### config.mk
export PLATFORM = sky130hd
export DESIGN_NAME = rle_encoder_param
export DESIGN_NICKNAME = d
export VERILOG_FILES = /design/src/rtl/rle_pkg.sv /design/src/rtl/rle_out_stage.sv /design/src/rtl/rle_encoder_param.sv
export SDC_FILE = /design/constraint.sdc
export NUM_CORES = 1
export LEC_CHECK = 0
export BUFFER_PORTS_ARGS = -buffer_cell sky130_fd_sc_hd__buf_4
export CORE_ASPECT_RATIO = 1.75
export CORE_MARGIN = 2
export CORE_UTILIZATION = 30
export CTS_CLUSTER_DIAMETER = 60
export DETAILED_ROUTE_END_ITERATION = 16
export GPL_TIMING_DRIVEN = 0
export SETUP_SLACK_MARGIN = 0.4
export SLEW_MARGIN = 20
export SYNTH_ARGS = -nofsm -noshare
export SYNTH_HDL_FRONTEND = slang
export SYNTH_SLANG_ARGS = --single-unit
export TNS_END_PERCENT = 50
### constraint.sdc
create_clock -name fast_clk -period 2.4 [get_ports fast_clk]
set_input_delay 0 -clock fast_clk [delete_from_list [all_inputs] [get_ports fast_clk]]
set_output_delay 0 -clock fast_clk [all_outputs]
set_load 0.01 [all_outputs]
### src/rtl/rle_pkg.sv
// Shared definitions for the run-length encoder: FSM state encoding and
// default symbol/count widths.
package rle_pkg;

    localparam int RLE_DATA_W = 8;
    localparam int RLE_CNT_W  = 8;

    // IDLE: no run held, RUN: a run is being counted, FLUSH: a run waits for the output slot
    typedef enum logic [1:0] {
        IDLE  = 2'd0,
        RUN   = 2'd1,
        FLUSH = 2'd2
    } rle_state_e;

endpackage

### src/rtl/rle_out_stage.sv
// One-entry valid/ready output register: loads a new pair, holds it while
// the consumer stalls, and replaces it in the same cycle it is consumed.
module rle_out_stage #(
    parameter int DATA_W = 8,
    parameter int CNT_W  = 8
) (
    input  logic              clk_i,
    input  logic              rst_ni,
    input  logic              load_i,
    input  logic [DATA_W-1:0] sym_i,
    input  logic [CNT_W-1:0]  cnt_i,
    input  logic              last_i,
    input  logic              ready_i,
    output logic              free_o,
    output logic              valid_o,
    output logic [DATA_W-1:0] sym_o,
    output logic [CNT_W-1:0]  cnt_o,
    output logic              last_o
);

    logic              valid_q, valid_d;
    logic [DATA_W-1:0] sym_q, sym_d;
    logic [CNT_W-1:0]  cnt_q, cnt_d;
    logic              last_q, last_d;

    // The slot can take a new pair if it is empty or being drained this cycle.
    assign free_o = !valid_q || ready_i;

    always_comb begin
        valid_d = valid_q;
        sym_d   = sym_q;
        cnt_d   = cnt_q;
        last_d  = last_q;
        if (load_i) begin
            valid_d = 1'b1;
            sym_d   = sym_i;
            cnt_d   = cnt_i;
            last_d  = last_i;
        end else if (ready_i) begin
            valid_d = 1'b0;
        end
    end

    always_ff @(posedge clk_i) begin
        if (!rst_ni) begin
            valid_q <= 1'b0;
            sym_q   <= '0;
            cnt_q   <= '0;
            last_q  <= 1'b0;
        end else begin
            valid_q <= valid_d;
            sym_q   <= sym_d;
            cnt_q   <= cnt_d;
            last_q  <= last_d;
        end
    end

    assign valid_o = valid_q;
    assign sym_o   = sym_q;
    assign cnt_o   = cnt_q;
    assign last_o  = last_q;

endmodule

### src/rtl/rle_encoder_param.sv
// Streaming run-length encoder: turns a symbol stream into (symbol, count)
// pairs, splitting runs that reach the maximum count.
module rle_encoder_param
    import rle_pkg::*;
#(
    parameter int DATA_W = RLE_DATA_W,
    parameter int CNT_W  = RLE_CNT_W
) (
    input  logic              fast_clk,
    input  logic              reset,
    input  logic              in_valid,
    output logic              in_ready,
    input  logic [DATA_W-1:0] in_data,
    input  logic              in_last,
    output logic              out_valid,
    input  logic              out_ready,
    output logic [DATA_W-1:0] out_sym,
    output logic [CNT_W-1:0]  out_cnt,
    output logic              out_last
);

    localparam logic [CNT_W-1:0] MAX_RUN = '1;
    localparam logic [CNT_W-1:0] ONE     = CNT_W'(1);

    rle_state_e        state_q, state_d;
    logic [DATA_W-1:0] cur_sym_q, cur_sym_d;
    logic [CNT_W-1:0]  cur_cnt_q, cur_cnt_d;

    logic              slot_free;
    logic              accept;
    logic              emit;
    logic [DATA_W-1:0] emit_sym;
    logic [CNT_W-1:0]  emit_cnt;
    logic              emit_last;

    assign in_ready = reset && (state_q != FLUSH) && slot_free;
    assign accept   = in_valid && in_ready;

    // Every emission from IDLE/RUN rides on an accepted beat, which already
    // implies the slot is free, so only FLUSH has to test slot_free itself.
    always_comb begin
        state_d   = state_q;
        cur_sym_d = cur_sym_q;
        cur_cnt_d = cur_cnt_q;
        emit      = 1'b0;
        emit_sym  = cur_sym_q;
        emit_cnt  = cur_cnt_q;
        emit_last = 1'b0;
        case (state_q)
            IDLE: begin
                if (accept) begin
                    cur_sym_d = in_data;
                    cur_cnt_d = ONE;
                    if (in_last) begin
                        emit      = 1'b1;
                        emit_sym  = in_data;
                        emit_cnt  = ONE;
                        emit_last = 1'b1;
                    end else begin
                        state_d = RUN;
                    end
                end
            end
            RUN: begin
                if (accept) begin
                    if (in_data == cur_sym_q) begin
                        if (cur_cnt_q != MAX_RUN) begin
                            cur_cnt_d = cur_cnt_q + ONE;
                            if (in_last) begin
                                emit      = 1'b1;
                                emit_cnt  = cur_cnt_q + ONE;
                                emit_last = 1'b1;
                                state_d   = IDLE;
                            end
                        end else begin
                            // Saturated: ship the full run and restart counting.
                            emit      = 1'b1;
                            emit_cnt  = MAX_RUN;
                            cur_cnt_d = ONE;
                            if (in_last) begin
                                state_d = FLUSH;
                            end
                        end
                    end else begin
                        emit      = 1'b1;
                        cur_sym_d = in_data;
                        cur_cnt_d = ONE;
                        if (in_last) begin
                            state_d = FLUSH;
                        end
                    end
                end
            end
            FLUSH: begin
                if (slot_free) begin
                    emit      = 1'b1;
                    emit_last = 1'b1;
                    state_d   = IDLE;
                end
            end
            default: begin
                state_d = IDLE;
            end
        endcase
    end

    always_ff @(posedge fast_clk) begin
        if (!reset) begin
            state_q   <= IDLE;
            cur_sym_q <= '0;
            cur_cnt_q <= '0;
        end else begin
            state_q   <= state_d;
            cur_sym_q <= cur_sym_d;
            cur_cnt_q <= cur_cnt_d;
        end
    end

    rle_out_stage #(
        .DATA_W (DATA_W),
        .CNT_W  (CNT_W)
    ) u_out_stage (
        .clk_i   (fast_clk),
        .rst_ni  (reset),
        .load_i  (emit),
        .sym_i   (emit_sym),
        .cnt_i   (emit_cnt),
        .last_i  (emit_last),
        .ready_i (out_ready),
        .free_o  (slot_free),
        .valid_o (out_valid),
        .sym_o   (out_sym),
        .cnt_o   (out_cnt),
        .last_o  (out_last)
    );

endmodule
# --- After elaboration in Yosys (flattened, before gate mapping) ---
# Index checks and enable logic that the tools add are counted.
word_totals:
  regBits: 36
  in_bits: 13
  output_inout_bits: 19
  elab_cells: 71
op_classes:
  add_sub_neg: 1
  n_eq_ne: 11
  muxes: 41
  reduce_logical: 11
op_table:
  columns: ["op", "count"]
  rows:
  - ["$mux 8", 16]
  - ["$pmux 8 s2", 3]
  - ["$mux 2", 8]
  - ["$ne 2x2->1 const B", 6]
  - ["$mux 1", 11]
  - ["$add 8x1->8 const B", 1]
  - ["$eq 8x8->1", 1]
  - ["$ne 8x8->1 const B", 1]
  - ["$pmux 1 s3", 2]
  - ["$pmux 2 s3", 1]
  - ["$reduce_and 5->1", 1]
  - ["$ne 4x4->1 const B", 1]
  - ["$reduce_and 4->1", 1]
  - ["$reduce_bool 2->1", 2]
  - ["$logic_and 1x1->1", 3]
  - ["$reduce_and 3->1", 1]
  - ["$eq 2x1->1 const B", 1]
  - ["$eq 2x2->1 const B", 1]
  - ["$logic_not 2->1", 1]
  - ["$logic_not 1->1", 1]
  - ["$logic_or 1x1->1", 1]

# --- Logic depth before layout (Yosys ltp) ---
# Gate-level depths: netlist of the first run.
depth:
  depth_word: 7
  mapped_depth: 9
  depth_no_buf: 7

# --- Cells and area by module ---
# Synthesis of the first run repeated with hierarchy kept, for this count alone.
unflattened:
  cells_unflattened: 238
  area_unflattened_um2: 2080.7
by_module_without_submodules:
  columns: ["mod", "instances", "cells_per_inst", "area_each_um2", "seq_area_each_um2"]
  rows:
  - ["rle_encoder_param", 1, 180, 1391.3, 360.3]
  - ["rle_out_stage", 1, 58, 689.4, 360.3]

# --- Worst setup path before layout of the first run ---
# OpenSTA, ideal clock, no wires.
synth_timing:
  path_type: "flip-flop to flip-flop"
  from: "reg cur_sym_q[3]"
  to: "reg cur_cnt_q[6]"
  setup_time_ns: 0.070
  arrival_ns: 1.936
  required_ns: 2.330
  path_slack_ns: 0.394
  path_stages_with_launch: 7
  n_path_buf: 1
  period_less_slack_ns: 2.006
  cell_sequence: "dfxtp_1 > xnor2_2 > nand4_2 > or4_1 > buf_2 > or4_1 > a21boi_1"
synth_between:
  elab_chain_cells: 4
synth_rtl:
  columns: ["element", "line", "text"]
  rows:
  - ["start: declaration", "rle_encoder_param.sv:26", "logic [DATA_W-1:0] cur_sym_q, cur_sym_d;"]
  - ["start signal: assignment", "rle_encoder_param.sv:114", "cur_sym_q <= cur_sym_d;"]
  - ["$eq 8x8->1", "rle_encoder_param.sv:66", "if (in_data == cur_sym_q) begin"]
  - ["$mux 8", "rle_encoder_param.sv:66", null]
  - ["$mux 8", "rle_encoder_param.sv:65", "if (accept) begin"]
  - ["$pmux 8 s2", "rle_encoder_param.sv:49", "case (state_q)"]
  - ["end signal: assignment", "rle_encoder_param.sv:115", "cur_cnt_q <= cur_cnt_d;"]
  - ["end: declaration", "rle_encoder_param.sv:27", "logic [CNT_W-1:0] cur_cnt_q, cur_cnt_d;"]
# Every way passes these cells. The select of a mux whose other input is x is not followed.
# A chain may end at the register's enable or synchronous reset.

# --- Worst setup path after layout of the first run ---
layout_timing:
  from: "reg cur_sym_q[2]"
  to: "reg u_out_stage.cnt_q[3], in the netlist u_out_stage.cnt_o[3]"
layout_between:
  elab_chain_cells: 4
  elab_cells_between_ends: 7
  classes_between: "eq/ne (1); mux (6)"
layout_rtl:
  columns: ["element", "line", "text"]
  rows:
  - ["$eq 8x8->1 (*)", "rle_encoder_param.sv:66", null]
  - ["$mux 1 or $mux 8 (tied branches)", "rle_encoder_param.sv:66", null]
  - ["$mux 1 or $mux 8 (tied branches)", "rle_encoder_param.sv:65", null]
  - ["$pmux 1 s3 or $pmux 8 s2 (tied branches)", "rle_encoder_param.sv:49", null]
  - ["end signal: assignment", "rle_out_stage.sv:53", "cnt_q <= cnt_d;"]
  - ["end: declaration", "rle_out_stage.sv:23", "logic [CNT_W-1:0] cnt_q, cnt_d;"]
# Mark *: on every way between the ends. The rest lies on a longest branch, timed or not.

==> metrics, run 1 <==
status=complete, no violations; layout cells sized above 1=0.341; share of the synthesized area in the top cell type=0.344; HP Start=in_data[6]; RR Endpoint=u_out_stage.cnt_o[3]$_SDFFE_PN0P_; WS Path Type=flop to flop; sequential share of the synthesized area=0.344; Routed Antenna Nets=0; placement-stage cell area=2430 um^2; die area=7690 um^2; pwr dens=569 nW/um^2; Setup Viol. Count Final=0; htree depth=2; Hold Crit Class=input port to flop; Final Hold Fails=0; Top FF cell, synth=dfxtp_1; largest net degree at the start of global routing=11; arrival time at the worst endpoint=2.26 ns; vias in the first global route=2124; synthesized flop and latch total=36; GRT overflow=0; Root Driver=clkbuf_16; Post-Syn Nets=256; vias=2039; Max-slew headroom=0.592; fmax=492 MHz; DRT iter0 DRCs=82; core area=6810 um^2; Initial DRT Pass Iterations=4; Post-synth EDFFs=0; Syn. warnings=0; routed length per placed instance=16.7 um; effective utilization at floorplan=0.308; Worst Hold End=cur_sym_q[6]$_SDFFE_PN0P_; Syn Inst Count=241; Port-buffer cells=30; Critical Path End Type=flop; VDD IR max=0.396 mV; RSZ-0062 raised after global routing=yes; leakage=1.25 nW; post-layout net count=305; GP Congestion=0.850; Pins Over Slew Limit=0; CTS Buf Count=5; synth top area cells=dfxtp_1 (34%), mux2i_1 (8.1%), o211a_1 (4.8%); first-pass GRT wire length=10300 um; period utilisation layout=0.847; Worst Tran Pin Value=0.612 ns; Max clock buf depth=2; Max-cap violations=0; Worst-Skew Late Latency=0.28 ns; crit path time final=2.03 ns; Finished Cell Area=2840 um^2; Rows=40; RR Startpoint=cur_sym_q[2]$_SDFFE_PN0P_; n_diodes=0; fillcell total=726; Crit Path Max Fanout=4; Worst Hold Depth=3; Synth cell types=49; cell area after synthesis=2090 um^2; # DRC=0; element type at the critical path start=flop; Req. time, crit path=2.62 ns; mean number of vias per cell=5.45; Die Y=115 um; r2r worst-path depth=7; Clock Skew=0.00625 ns; Die W=67.2 um; clock sink total=36; CTS tree=yes; CTS hold repair buffers=0; Clock Pin Slew Worst Setup and Hold Paths=0.06 ns; async set-reset flop share out of synthesis=0; initial antenna violation count=0; total track usage=0.177; final WL=6250 um; area leader, netlist=dfxtp_1; P&R area growth vs syn=35.5%; R2R Setup Slk=0.37 ns; final setup TNS=0 ns; HPWL reported at the end of detailed placement=4320 um; Avg Cell Area, Syn=8.69 um^2; I/O Pins=32
-- cell usage in the layout, fill, tap and decap left out, drive strengths merged, types with 3 or more instances in the layout --
master,n
o221a,5
nor2,16
mux2i,17
nand3,9
a21oi,14
nand4,3
buf,48
and3b,3
and2,3
a21boi,3
inv,6
nor2b,10
clkbuf,18
a31oi,8
nand2,22
o211a,10
nand2b,4
o311a,3
dfxtp,36
o21ai,13
and3,6
xnor2,8
-- per-layer routing --
| metal | wire length, um | GRT usage | vias to the layer above |
|---|---|---|---|
| li1 | - | - | 988 |
| met1 | 2230 | 0.179 | 969 |
| met2 | 3450 | 0.316 | 60 |
| met3 | 240 | 0.0403 | 22 |
| met4 | 322 | 0.112 | 0 |
| met5 | 0 | 0 | - |
-- how the worst max path moves through the flow --
stage                                          from                           endpoint  slack, ns
final                     cur_sym_q[2]$_SDFFE_PN0P_  u_out_stage.cnt_o[3]$_SDFFE_PN0P_       0.37
after global routing      cur_sym_q[2]$_SDFFE_PN0P_  u_out_stage.cnt_o[3]$_SDFFE_PN0P_       0.29
after CTS                 cur_sym_q[0]$_SDFFE_PN0P_          cur_cnt_q[6]$_SDFFE_PN0P_       0.39
after detailed placement  cur_cnt_q[0]$_SDFFE_PN0P_  u_out_stage.cnt_o[1]$_SDFFE_PN0P_      -0.04
after global placement    cur_cnt_q[0]$_SDFFE_PN0P_  u_out_stage.cnt_o[4]$_SDFFE_PN0P_      -0.05
after floorplan           cur_cnt_q[0]$_SDFFE_PN0P_  u_out_stage.cnt_o[5]$_SDFFE_PN0P_       0.40
-- sequential cells by signal, indices dropped and copies added (netlist names) --
name and cells:
u_out_stage.sym_o 8, state_q 2, cur_sym_q 8, u_out_stage.valid_o 1, u_out_stage.cnt_o 8, u_out_stage.last_o 1
cur_cnt_q 8
-- worst max-delay path, cell delays in order (launching register included) --
cell and delay, ns:
dfxtp_4 0.35, xnor2_2 0.14, nand4_1 0.15, or4_4 0.56, buf_6 0.15, o311a_1 0.30
o221ai_2 0.17, o211a_1 0.16
-- power breakdown --
part / internal (mW) / total (mW) / switching, mW
clock network: 0.436 / 0.684 / 0.249
registers: 0.631 / 0.653 / 0.0218
logic: 0.136 / 0.278 / 0.142
-- cells by family after synthesis --
kind of cell               count (synthesis)  share of synthesized area
AOI/OAI and AO/OA                         68                      0.237
DFF                                       36                      0.344
adders and majority gates                  2                     0.0119
and+or+nand+nor                           87                      0.227
buffers and inverters                     23                     0.0550
muxes                                     17                     0.0812
xor gates and xnor gates                   8                     0.0442
-- stage by stage --
| step | hold WS (ns) | power [mW] | util | worst slack (ns) | std cells |
|---|---|---|---|---|---|
| 2_1_floorplan | 0.169 | 0.806 | - | 0.402 | 241 |
| 3_3_place_gp | 0.288 | 0.902 | 0.356 | -0.0541 | 355 |
| 3_5_place_dp | 0.293 | 0.903 | 0.356 | -0.0376 | 355 |
| 4_1_cts | 0.0115 | 1.62 | 0.408 | 0.388 | 374 |
| 5_1_grt | 0.0298 | 1.68 | 0.417 | 0.290 | 374 |
| 6_report | 0.0129 | 1.61 | 0.417 | 0.366 | 374 |
-- layout make-up --
class	instances	area, um^2	area share
tap	84	105	0.0370
multi-input combinational	182	1380	0.485
sequential	36	739	0.260
timing repair buffer	42	315	0.111
buffer	17	126	0.0445
inverter	6	22.5	0.00793
clock buffer	7	153	0.0538
-- timing repair --
action / CTS / global route
pin swaps: 8 / 10
buffers inserted: 11 / 0
gates cloned: 1 / 0
resized for setup: 35 / 22
setup endpoints to repair: 21 / 29
-- cells in the mapped netlist (2+ instances only) --
master and number:
dfxtp_1 36, nand2_1 22, mux2i_1 17, nor2_1 16
a21oi_1 13, o21ai_0 13, clkbuf_1 10, nor2b_1 10
o211a_1 10, a31oi_1 8, nand3_1 8, and3_1 6
inv_1 6, o221a_2 5, xnor2_1 5, nand2b_1 4
and2_1 3, and3b_1 3, o311a_1 3, xnor2_2 3
a21boi_0 2, buf_2 2, clkbuf_2 2, clkbuf_8 2
ha_1 2, nand4_1 2, nor3_1 2, o211ai_1 2
o21a_1 2, o221ai_1 2, or4_1 2
Power figures use the tool's default switching activity.
==> run 2, diff against run 1 <==
- clock period: 2.4 -> 2 ns (I/O delays scaled with it)
==> metrics, run 2 (synthesized netlist as in run 1, its figures left out) <==
vias=2149 (+5.4%); Critical Path End Type=flop; CTS hold repair buffers=0 (unchanged); Rows=40 (unchanged); arrival time at the worst endpoint=2.23 ns (-0.03 ns); Pwr Total=2.09 mW (+29%); Finished Cell Area=3080 um^2 (+8.5%); violations in the final reports=setup timing; DRT iter0 DRCs=70 (-15%); CP Launch Point=cur_sym_q[4]$_SDFFE_PN0P_; Root Driver=clkbuf_16; post-layout net count=314 (+3.0%); commonest non-fill, non-tap cell in the layout=buf_4; period utilisation layout=1.02 (+0.177); I/O Pins=32 (unchanged); Worst Tran Pin Value=0.660 ns (+0.0485 ns); Setup Viol. Count Final=13 (+13); mean number of vias per cell=5.60 (+2.7%); Final WS setup=-0.0482 ns (-0.414 ns); routed length per placed instance=17.4 um (+4.4%); crit path time final=2.05 ns (+0.0145 ns); final WL=6700 um (+7.2%); layout cells sized above 1=0.410 (+0.0686); total track usage=0.182 (+0.00499); htree depth=2 (unchanged); n_diodes=0 (unchanged); Initial DRT Pass Iterations=4 (unchanged); leakage=1.34 nW (+6.9%); Worst-Skew Late Latency=0.29 ns (about the same); GRT overflow=0 (unchanged); Die Y=115 um (unchanged); HPWL reported at the end of detailed placement=4530 um (+5.0%); worst hold slack=0.0132 ns (+0.000295 ns); Routed Antenna Nets=0 (unchanged); RR Startpoint=cur_sym_q[4]$_SDFFE_PN0P_; # DRC=0 (unchanged); Max clock buf depth=2 (unchanged); Port-buffer cells=30 (unchanged); P&R area growth vs syn=47.1%; Final Hold Fails=0 (unchanged); fmax=488 MHz (-0.71%); post-route core utilization=0.453 (+0.0355); Die W=67.2 um (unchanged); largest net degree at the start of global routing=13 (+2); Hold Crit Class=input port to flop; RSZ-0062 raised after global routing=yes; HP Start=in_data[1]; first-pass GRT wire length=10500 um (+1.9%); Max-slew headroom=0.560 (-0.0323); die area=7690 um^2 (unchanged); most frequent cells in the layout=buf_4 (44), dfxtp_1 (26), nand2_1 (18), mux2i_1 (17), nor2_1 (12); Crit Path Max Fanout=7 (+3); Req. time, crit path=2.18 ns (-0.44 ns); Clock Skew=0.00542 ns (-0.000832 ns); Pins Over Slew Limit=0 (unchanged); Max-cap violations=0 (unchanged); WS Path Type=flop to flop; GP Congestion=0.909 (+6.9%); core area=6810 um^2 (unchanged); vias in the first global route=2179 (+2.6%); CTS Buf Count=5 (unchanged); dpl ws=-0.236 ns (-0.199 ns); pwr dens=678 nW/um^2 (+19%); status=finished with violations; VDD IR max=0.511 mV (+29%); effective utilization at floorplan=0.308 (unchanged); placement-stage cell area=2460 um^2 (+1.5%); Clock Pin Slew Worst Setup and Hold Paths=0.06 ns (about the same); initial antenna violation count=0 (unchanged); fillcell total=703 (-3.2%); CTS tree=yes; element type at the critical path start=flop; clock sink total=36 (unchanged)
[run 2: cell types whose count changed in the layout (fill, tap and decap cells not counted), sizes merged]
cell and change:
clkinvlp +1, buf +5, clkbuf +2, bufinv +1, clkinv +1
[run 2: cell type report]
| type | instances | area [um^2] | share of cell area |
|---|---|---|---|
| plain buffers | 17 | 149 | 0.0483 |
| clock buffers | 5 | 125 | 0.0406 |
| clock inverters | 3 | 42.5 | 0.0138 |
| inverters | 6 | 22.5 | 0.00731 |
| multi-input cells | 182 | 1490 | 0.483 |
| flip-flops and latches | 36 | 736 | 0.239 |
| well taps | 84 | 105 | 0.0341 |
| repair buffers | 51 | 412 | 0.134 |
[run 2: power breakdown]
part | total, mW | internal (mW) | switching, mW
Sequential | 0.785 | 0.757 | 0.0277
Combinational | 0.387 | 0.195 | 0.192
Clock | 0.917 | 0.586 | 0.331
Total | 2.09 | 1.54 | 0.550
[run 2: worst paths after layout]
check	end	slack (ns)	cells past startpoint
max	u_out_stage.cnt_o[0]$_SDFFE_PN0P_	-0.05	10
min reg2reg	u_out_stage.cnt_o[7]$_SDFFE_PN0P_	0.49	2
min	cur_sym_q[1]$_SDFFE_PN0P_	0.01	3
max reg2reg	u_out_stage.cnt_o[0]$_SDFFE_PN0P_	-0.05	10
[run 2: timing repair]
action	CTS	global route
pin swaps	23	21
gates cloned	3	0
buffers inserted	15	3
resized for setup	60	15
setup endpoints to repair	34	35
[run 2: per-stage QoR]
stage | setup TNS, ns | std cells
2_1_floorplan | 0 | 241
3_3_place_gp | -2.16 | 355
3_5_place_dp | -2.48 | 355
4_1_cts | -0.0741 | 381
5_1_grt | -1.23 | 384
6_report | -0.221 | 384
[run 2: worst max-delay path, stage by stage (launching register included)]
cell and delay (ns):
dfxtp_2 0.33, xnor2_2 0.15, nand4_1 0.11, buf_6 0.14
buf_6 0.12, buf_6 0.12, buf_6 0.12, nor4_4 0.34
nor2_4 0.12, buf_6 0.16, o221a_4 0.24
[run 2: routing by layer]
layer	track usage	up-vias	share of wire
met5	0	-	0
met4	0.135	0	0.063
met3	0.0285	31	0.046
met2	0.332	91	0.54
met1	0.176	1022	0.35
li1	-	1005	-
